`src/rtl/byterate_meter_if.sv`:
```
// Bus between the byte-rate meter and its consumer: per-channel byte strobes,
// the host read-lock, and the published 4x32-bit rate results.
interface byterate_meter_if;
   logic [3:0]   byte_valid;
   logic         read_lock;
   logic [127:0] byterate_bus;
   logic         byterate_update;
   logic [3:0]   stream_active;

   modport master (
      output byte_valid,
      output read_lock,
      input  byterate_bus,
      input  byterate_update,
      input  stream_active
   );

   modport slave (
      input  byte_valid,
      input  read_lock,
      output byterate_bus,
      output byterate_update,
      output stream_active
   );
endinterface

```
`src/rtl/byterate_meter.sv`:
```
// Per-channel transport-stream byte counter over a fixed gate window, with a
// shadowed publish path so a host read under read_lock never sees a torn update.
module byterate_meter #(
   parameter logic [31:0] GATE_CYCLES = 32'd27000000,
   parameter int          CNT_W       = 32
) (
   input  logic              CLK,
   input  logic              RST,
   byterate_meter_if.slave   io_meter
);

   localparam int N_CH = 4;

   function automatic logic [CNT_W-1:0] sat_inc(input logic [CNT_W-1:0] a, input logic inc);
      logic [CNT_W-1:0] w_max;
      w_max = '1;
      if (inc && (a != w_max)) begin
         return a + CNT_W'(1);
      end else begin
         return a;
      end
   endfunction

   logic [31:0]                       r_gate;
   logic [N_CH-1:0][CNT_W-1:0]        r_acc;
   logic [N_CH-1:0][CNT_W-1:0]        r_shadow;
   logic [N_CH-1:0][CNT_W-1:0]        r_bus;
   logic [N_CH-1:0]                   r_active;
   logic                              r_pending;
   logic                              r_update;

   logic                              w_window_end;
   logic [N_CH-1:0][CNT_W-1:0]        w_result;
   logic [N_CH-1:0][CNT_W-1:0]        w_bus_nxt;
   logic [N_CH-1:0]                   w_active_nxt;
   logic                              w_publish_new;
   logic                              w_publish_shadow;
   logic                              w_stash;

   // Window detection, closing results and publish decisions
   always_comb begin
      w_window_end     = (r_gate == (GATE_CYCLES - 32'd1));
      w_result         = '0;
      w_active_nxt     = '0;
      for (int k = 0; k < N_CH; k++) begin
         w_result[k] = sat_inc(r_acc[k], io_meter.byte_valid[k]);
      end
      // An update pulse already on the output defers any publish by one cycle,
      // so byterate_update can never be high twice in a row.
      w_publish_new    = w_window_end && !io_meter.read_lock && !r_update;
      w_stash          = w_window_end && !w_publish_new;
      w_publish_shadow = !w_window_end && r_pending && !io_meter.read_lock && !r_update;
      w_bus_nxt        = w_publish_new ? w_result : r_shadow;
      for (int k = 0; k < N_CH; k++) begin
         w_active_nxt[k] = (w_bus_nxt[k] != '0);
      end
   end

   // Gate counter: 0 .. GATE_CYCLES-1, then wrap
   always_ff @(posedge CLK) begin
      if (!RST) begin
         r_gate <= 32'd0;
      end else if (w_window_end) begin
         r_gate <= 32'd0;
      end else begin
         r_gate <= r_gate + 32'd1;
      end
   end

   // Saturating per-channel byte accumulators, cleared at window end
   always_ff @(posedge CLK) begin
      if (!RST) begin
         r_acc <= '0;
      end else begin
         for (int k = 0; k < N_CH; k++) begin
            r_acc[k] <= w_window_end ? '0 : w_result[k];
         end
      end
   end

   // Shadow/pending bookkeeping and registered output bus
   always_ff @(posedge CLK) begin
      if (!RST) begin
         r_shadow  <= '0;
         r_pending <= 1'b0;
         r_bus     <= '0;
         r_active  <= '0;
         r_update  <= 1'b0;
      end else begin
         r_update <= w_publish_new || w_publish_shadow;
         if (w_stash) begin
            r_shadow  <= w_result;
            r_pending <= 1'b1;
         end else if (w_publish_new || w_publish_shadow) begin
            r_pending <= 1'b0;
         end else begin
            r_pending <= r_pending;
         end
         if (w_publish_new || w_publish_shadow) begin
            r_bus    <= w_bus_nxt;
            r_active <= w_active_nxt;
         end else begin
            r_bus    <= r_bus;
            r_active <= r_active;
         end
      end
   end

   assign io_meter.byterate_bus    = r_bus;
   assign io_meter.byterate_update = r_update;
   assign io_meter.stream_active   = r_active;

endmodule

```
`src/flat_wrapper.sv`:
```
// flat-port wrapper written by rule: the top's interface ports become plain ports
module byterate_meter_flat 
#(
   parameter logic [31:0] GATE_CYCLES = 32'd27000000,
   parameter int          CNT_W       = 32
)
  (CLK, RST, io_meter_byte_valid, io_meter_read_lock, io_meter_byterate_bus, io_meter_byterate_update, io_meter_stream_active);
  byterate_meter_if io_meter_i ();
  input  logic CLK;
  input  logic RST;
  input wire logic [$bits(io_meter_i.byte_valid)-1:0] io_meter_byte_valid;
  input wire logic [$bits(io_meter_i.read_lock)-1:0] io_meter_read_lock;
  output wire logic [$bits(io_meter_i.byterate_bus)-1:0] io_meter_byterate_bus;
  output wire logic [$bits(io_meter_i.byterate_update)-1:0] io_meter_byterate_update;
  output wire logic [$bits(io_meter_i.stream_active)-1:0] io_meter_stream_active;
  assign io_meter_i.byte_valid = io_meter_byte_valid;
  assign io_meter_i.read_lock = io_meter_read_lock;
  assign io_meter_byterate_bus = io_meter_i.byterate_bus;
  assign io_meter_byterate_update = io_meter_i.byterate_update;
  assign io_meter_stream_active = io_meter_i.stream_active;
  byterate_meter #(.GATE_CYCLES(GATE_CYCLES), .CNT_W(CNT_W)) u_core (.CLK(CLK), .RST(RST), .io_meter(io_meter_i));
endmodule
```
`config.mk`:
```
export PLATFORM = sky130hd
export DESIGN_NAME = byterate_meter_flat
export DESIGN_NICKNAME = d
export VERILOG_FILES = /design/src/rtl/byterate_meter_if.sv /design/src/rtl/byterate_meter.sv /design/src/flat_wrapper.sv
export SDC_FILE = /design/constraint.sdc
export NUM_CORES = 1
export LEC_CHECK = 0
export ABC_AREA = 1
export CORE_MARGIN = 5
export CORE_UTILIZATION = 55
export CTS_CLUSTER_DIAMETER = 60
export DETAILED_ROUTE_END_ITERATION = 7
export MAX_ROUTING_LAYER = met4
export PLACE_DENSITY = 0.74
export SLEW_MARGIN = 20
export SYNTH_ARGS = -nofsm -noshare
export SYNTH_HDL_FRONTEND = slang
export SYNTH_SLANG_ARGS = --single-unit
```
`constraint.sdc`:
```
create_clock -name CLK -period 4.2 [get_ports CLK]
set_clock_uncertainty 0.05 [all_clocks]
set_input_delay 0.84 -clock CLK [delete_from_list [all_inputs] [get_ports CLK]]
set_output_delay 0.84 -clock CLK [all_outputs]
set_load 0.05 [all_outputs]
```
==> metrics.yaml <==
outcome:
  status: "complete, no violations"
clocking:
  clk_pin_slew_ns: 0.06
  cts_tree: "done"
  clkSinkCount: 422
  root_buffer: "clkbuf_16"
  insertion_delay_ns: 0.58
  ctsHtreeMaxLevel: 2
  post-cts-setup-buffers: 0
  cts_hold_buf: 0
  clockBufferDepth: 3
  cts_resized: 0
  cts_made_buffers: 47
synthesis:
  syn_area_um2: 21800
  syn_avg_cell_area_um2: 6.48
  synthArstFlopShare_pct: 0
  synthFlopType: "dfxtp_1"
  yosys.area.top_type_share_pct: 38.8
  yosysTopAreaCell: "dfxtp_1"
  synthDistinctLibCells: 41
  ys_ff_latch: 422
  postSynthCellCount: 3359
  ys_seq_area_share_pct: 38.8
  yosysMostFrequentCell: "nand2_1"
  synth_common_cells: "988 x nand2_1, 426 x inv_1, 422 x dfxtp_1"
  syn_nets: 3371
  synth_edf_count: 0
  yosys_warnings: 0
  synth.area.top_cells: "dfxtp_1 39%, nand2_1 17%, inv_1 7.3%, nor2_1 6.7%, nand3_1 5.7%"
global_routing:
  groute.layer.met1.usage_pct: 36.7
  grt.met2_usage_pct: 49.8
  grt_pass1_vias: 20400
  track_usage_pct: 29.2
  grt-ovfl-total: 0
  grt_max_degree: 124
  grt_pass1_wl_um: 104000
  antenna_found_initial: 0
  grt_use_met3_pct: 3.60
  top_usage_layer: "met2"
timing:
  relSlewSlack_pct: 41.2
  whs_ns: 0.400
  rsz0062_at_grt: "no"
  setup_viol: 0
  tns_ns: 0
  min_period_ns: 3.17
  max_freq_mhz: 316
  finalHoldViolations: 0
  finalCritPeriodShare_pct: 75.5
  worst_pin_slew_ns: 0.875
  slew_viol_final: 0
die:
  io_pins: 140
  die_area_um2: 43700
  core_um2: 38900
  die_w_um: 209
  row_count: 72
  die_y_um: 209
  start_util_pct: 56.0
worst_setup_path:
  crit_arrival_ns: 3.59
  end_kind: "register"
  worstPathMaxFanout: 21
  cp_data_required_time_ns: 4.62
  cp_top_family: "simple AND/OR/NAND/NOR gates"
  slowest_stage: "dfxtp_1"
  critPathKind: "reg -> reg"
  crit_path_max_incr_delay_ns: 0.38
  cp_common_cell: "nand2_1"
  crit_chain: "ha_1 > inv_1 > nor2_2 > nand2_1 > nor2_2 > nand2_2 > nand2_4 > inv_2 > nand2_1 > nand3_1 > nand2_1 > nand2_1 > nor2_1 > nand2_1 > nor2_1 > nand3_1 > nand2_1 > inv_1"
  critPathLaunchType: "register"
  worstPathBufferInverterCount: 3
power_and_ir_drop:
  leakage_nw: 10.9
  cellPowerDensity_nw_per_um2: 330
  ir_drop_mv: 0.287
  comb_power_share_pct: 1.9
  power_frac_clock_pct: 49.1
  power_switching_share_pct: 21.7
  p_sw_mw: 1.78
  intPower_mw: 6.44
  p_seq_share_pct: 49.0
cells_and_area:
  nNetsFinal: 3438
  area_growth_pct: 14.5
  antenna_cells: 0
  fillCellCount: 3629
  post_route_cells_drive_above_1_share_pct: 4.69
flow_run:
  maxCapViolations: 0
route:
  wl_um: 63700
  drtPass1Iterations: 6
  antenna_left: 0
  wire_per_inst_um: 16.0
  via_count: 21300
  viasPerCell: 5.37
  drcViolationCount: 0
  initialDrtViolationCount: 1536
place:
  hpwl_um: 45100
  gp_congestion: 0.956
  portBuffers: 139
hold_path:
  min-delay-path-class: "reg -> reg"
[path summary, 6_finish.rpt]
check | cells past startpoint | start | to | slack [ns]
hold reg to reg | 1 | u_core.r_gate[0] | u_core.r_gate[0] | 0.40
setup / recovery | 18 | u_core.r_acc[33] | u_core.io_meter.stream_active[1] | 1.03
setup reg to reg | 18 | u_core.r_acc[33] | u_core.io_meter.stream_active[1] | 1.03
hold / removal | 1 | u_core.r_gate[0] | u_core.r_gate[0] | 0.40
[power by group through the flow]
stage                     Sequential [mW]  Clock [mW]  Combinational (mW)
after floorplan                      4.11           0               0.111
after global placement               4.11           0               0.156
after detailed placement             4.11           0               0.158
after CTS                            4.02        4.11               0.158
after global routing                 4.02        4.26               0.174
final                                4.02        4.04               0.159
[metal layers]
metal,vias to the layer above,part of all wire [%]
met5,-,0
met4,0,2.6
met3,117,5.4
met2,552,48
met1,9838,44
li1,10800,-
[cells by family after synthesis]
kind of cell	synth area share (%)
and+or+nand+nor	36.0
buffers and inverters	10.7
DFF	38.8
xor gates and xnor gates	1.36
adders and majority gates	0.287
AOI/OAI and AO/OA	12.9
[worst register-to-register path, cell delays in order (launching register included)]
cell,delay [ns]
dfxtp_1,0.38
ha_1,0.30
inv_1,0.08
nor2_2,0.19
nand2_1,0.09
nor2_2,0.17
nand2_2,0.27
nand2_4,0.35
inv_2,0.23
nand2_1,0.12
nand3_1,0.08
nand2_1,0.10
nand2_1,0.06
nor2_1,0.16
nand2_1,0.07
nor2_1,0.16
nand3_1,0.09
nand2_1,0.07
inv_1,0.04
[per-stage QoR]
step | worst slack (ns) | total power [mW] | cell area, um^2 | std cells | util [%]
3_3_place_gp | 0.592 | 4.27 | 23400 | 3895 | 60.2
2_1_floorplan | 1.72 | 4.22 | 21800 | 3359 | -
5_1_grt | 0.745 | 8.46 | 24900 | 3974 | 64.1
4_1_cts | 1.02 | 8.29 | 24900 | 3974 | 64.1
6_report | 1.03 | 8.22 | 24900 | 3974 | 64.1
3_5_place_dp | 0.505 | 4.27 | 23400 | 3895 | 60.2
[cell type report]
class                      count  area [um^2]  share of cell area (%)
sequential                   422         8450                    33.9
multi-input combinational   2359        11000                    44.2
inverter                     430         1610                    6.47
timing repair buffer         166         1700                    6.80
clock inverter                 6         62.6                   0.251
tap                          518          648                    2.60
clock buffer                  73         1440                    5.76
[cells in the final DEF, fill, tap and decap left out, types with 5 or more instances in the layout]
master,count
clkbuf_16,49
xnor2_1,15
nor2_2,10
o21ai_0,169
clkbuf_8,12
nand2_1,986
buf_12,8
nand4_1,38
clkbuf_1,12
o211ai_1,109
o21ai_1,8
buf_4,19
inv_1,426
nand2_2,8
a21oi_1,155
nand3b_1,38
clkdlybuf4s50_1,138
and2_1,46
dfxtp_1,422
nor3_1,24
ha_1,5
nor3b_1,7
a31oi_1,7
o21bai_1,29
or2_2,26
nor2_1,389
xor2_1,17
nand2_4,5
nand3_1,245
[sequential cells by signal, summed over array words and instances, names as in the netlist]
name                             cells
u_core.io_meter.byterate_bus       128
u_core.r_acc                       128
u_core.r_shadow                    128
u_core.r_gate                       32
u_core.io_meter.stream_active        4
u_core.io_meter.byterate_update      1
u_core.r_pending                     1
(Power assumes the default switching activity.)
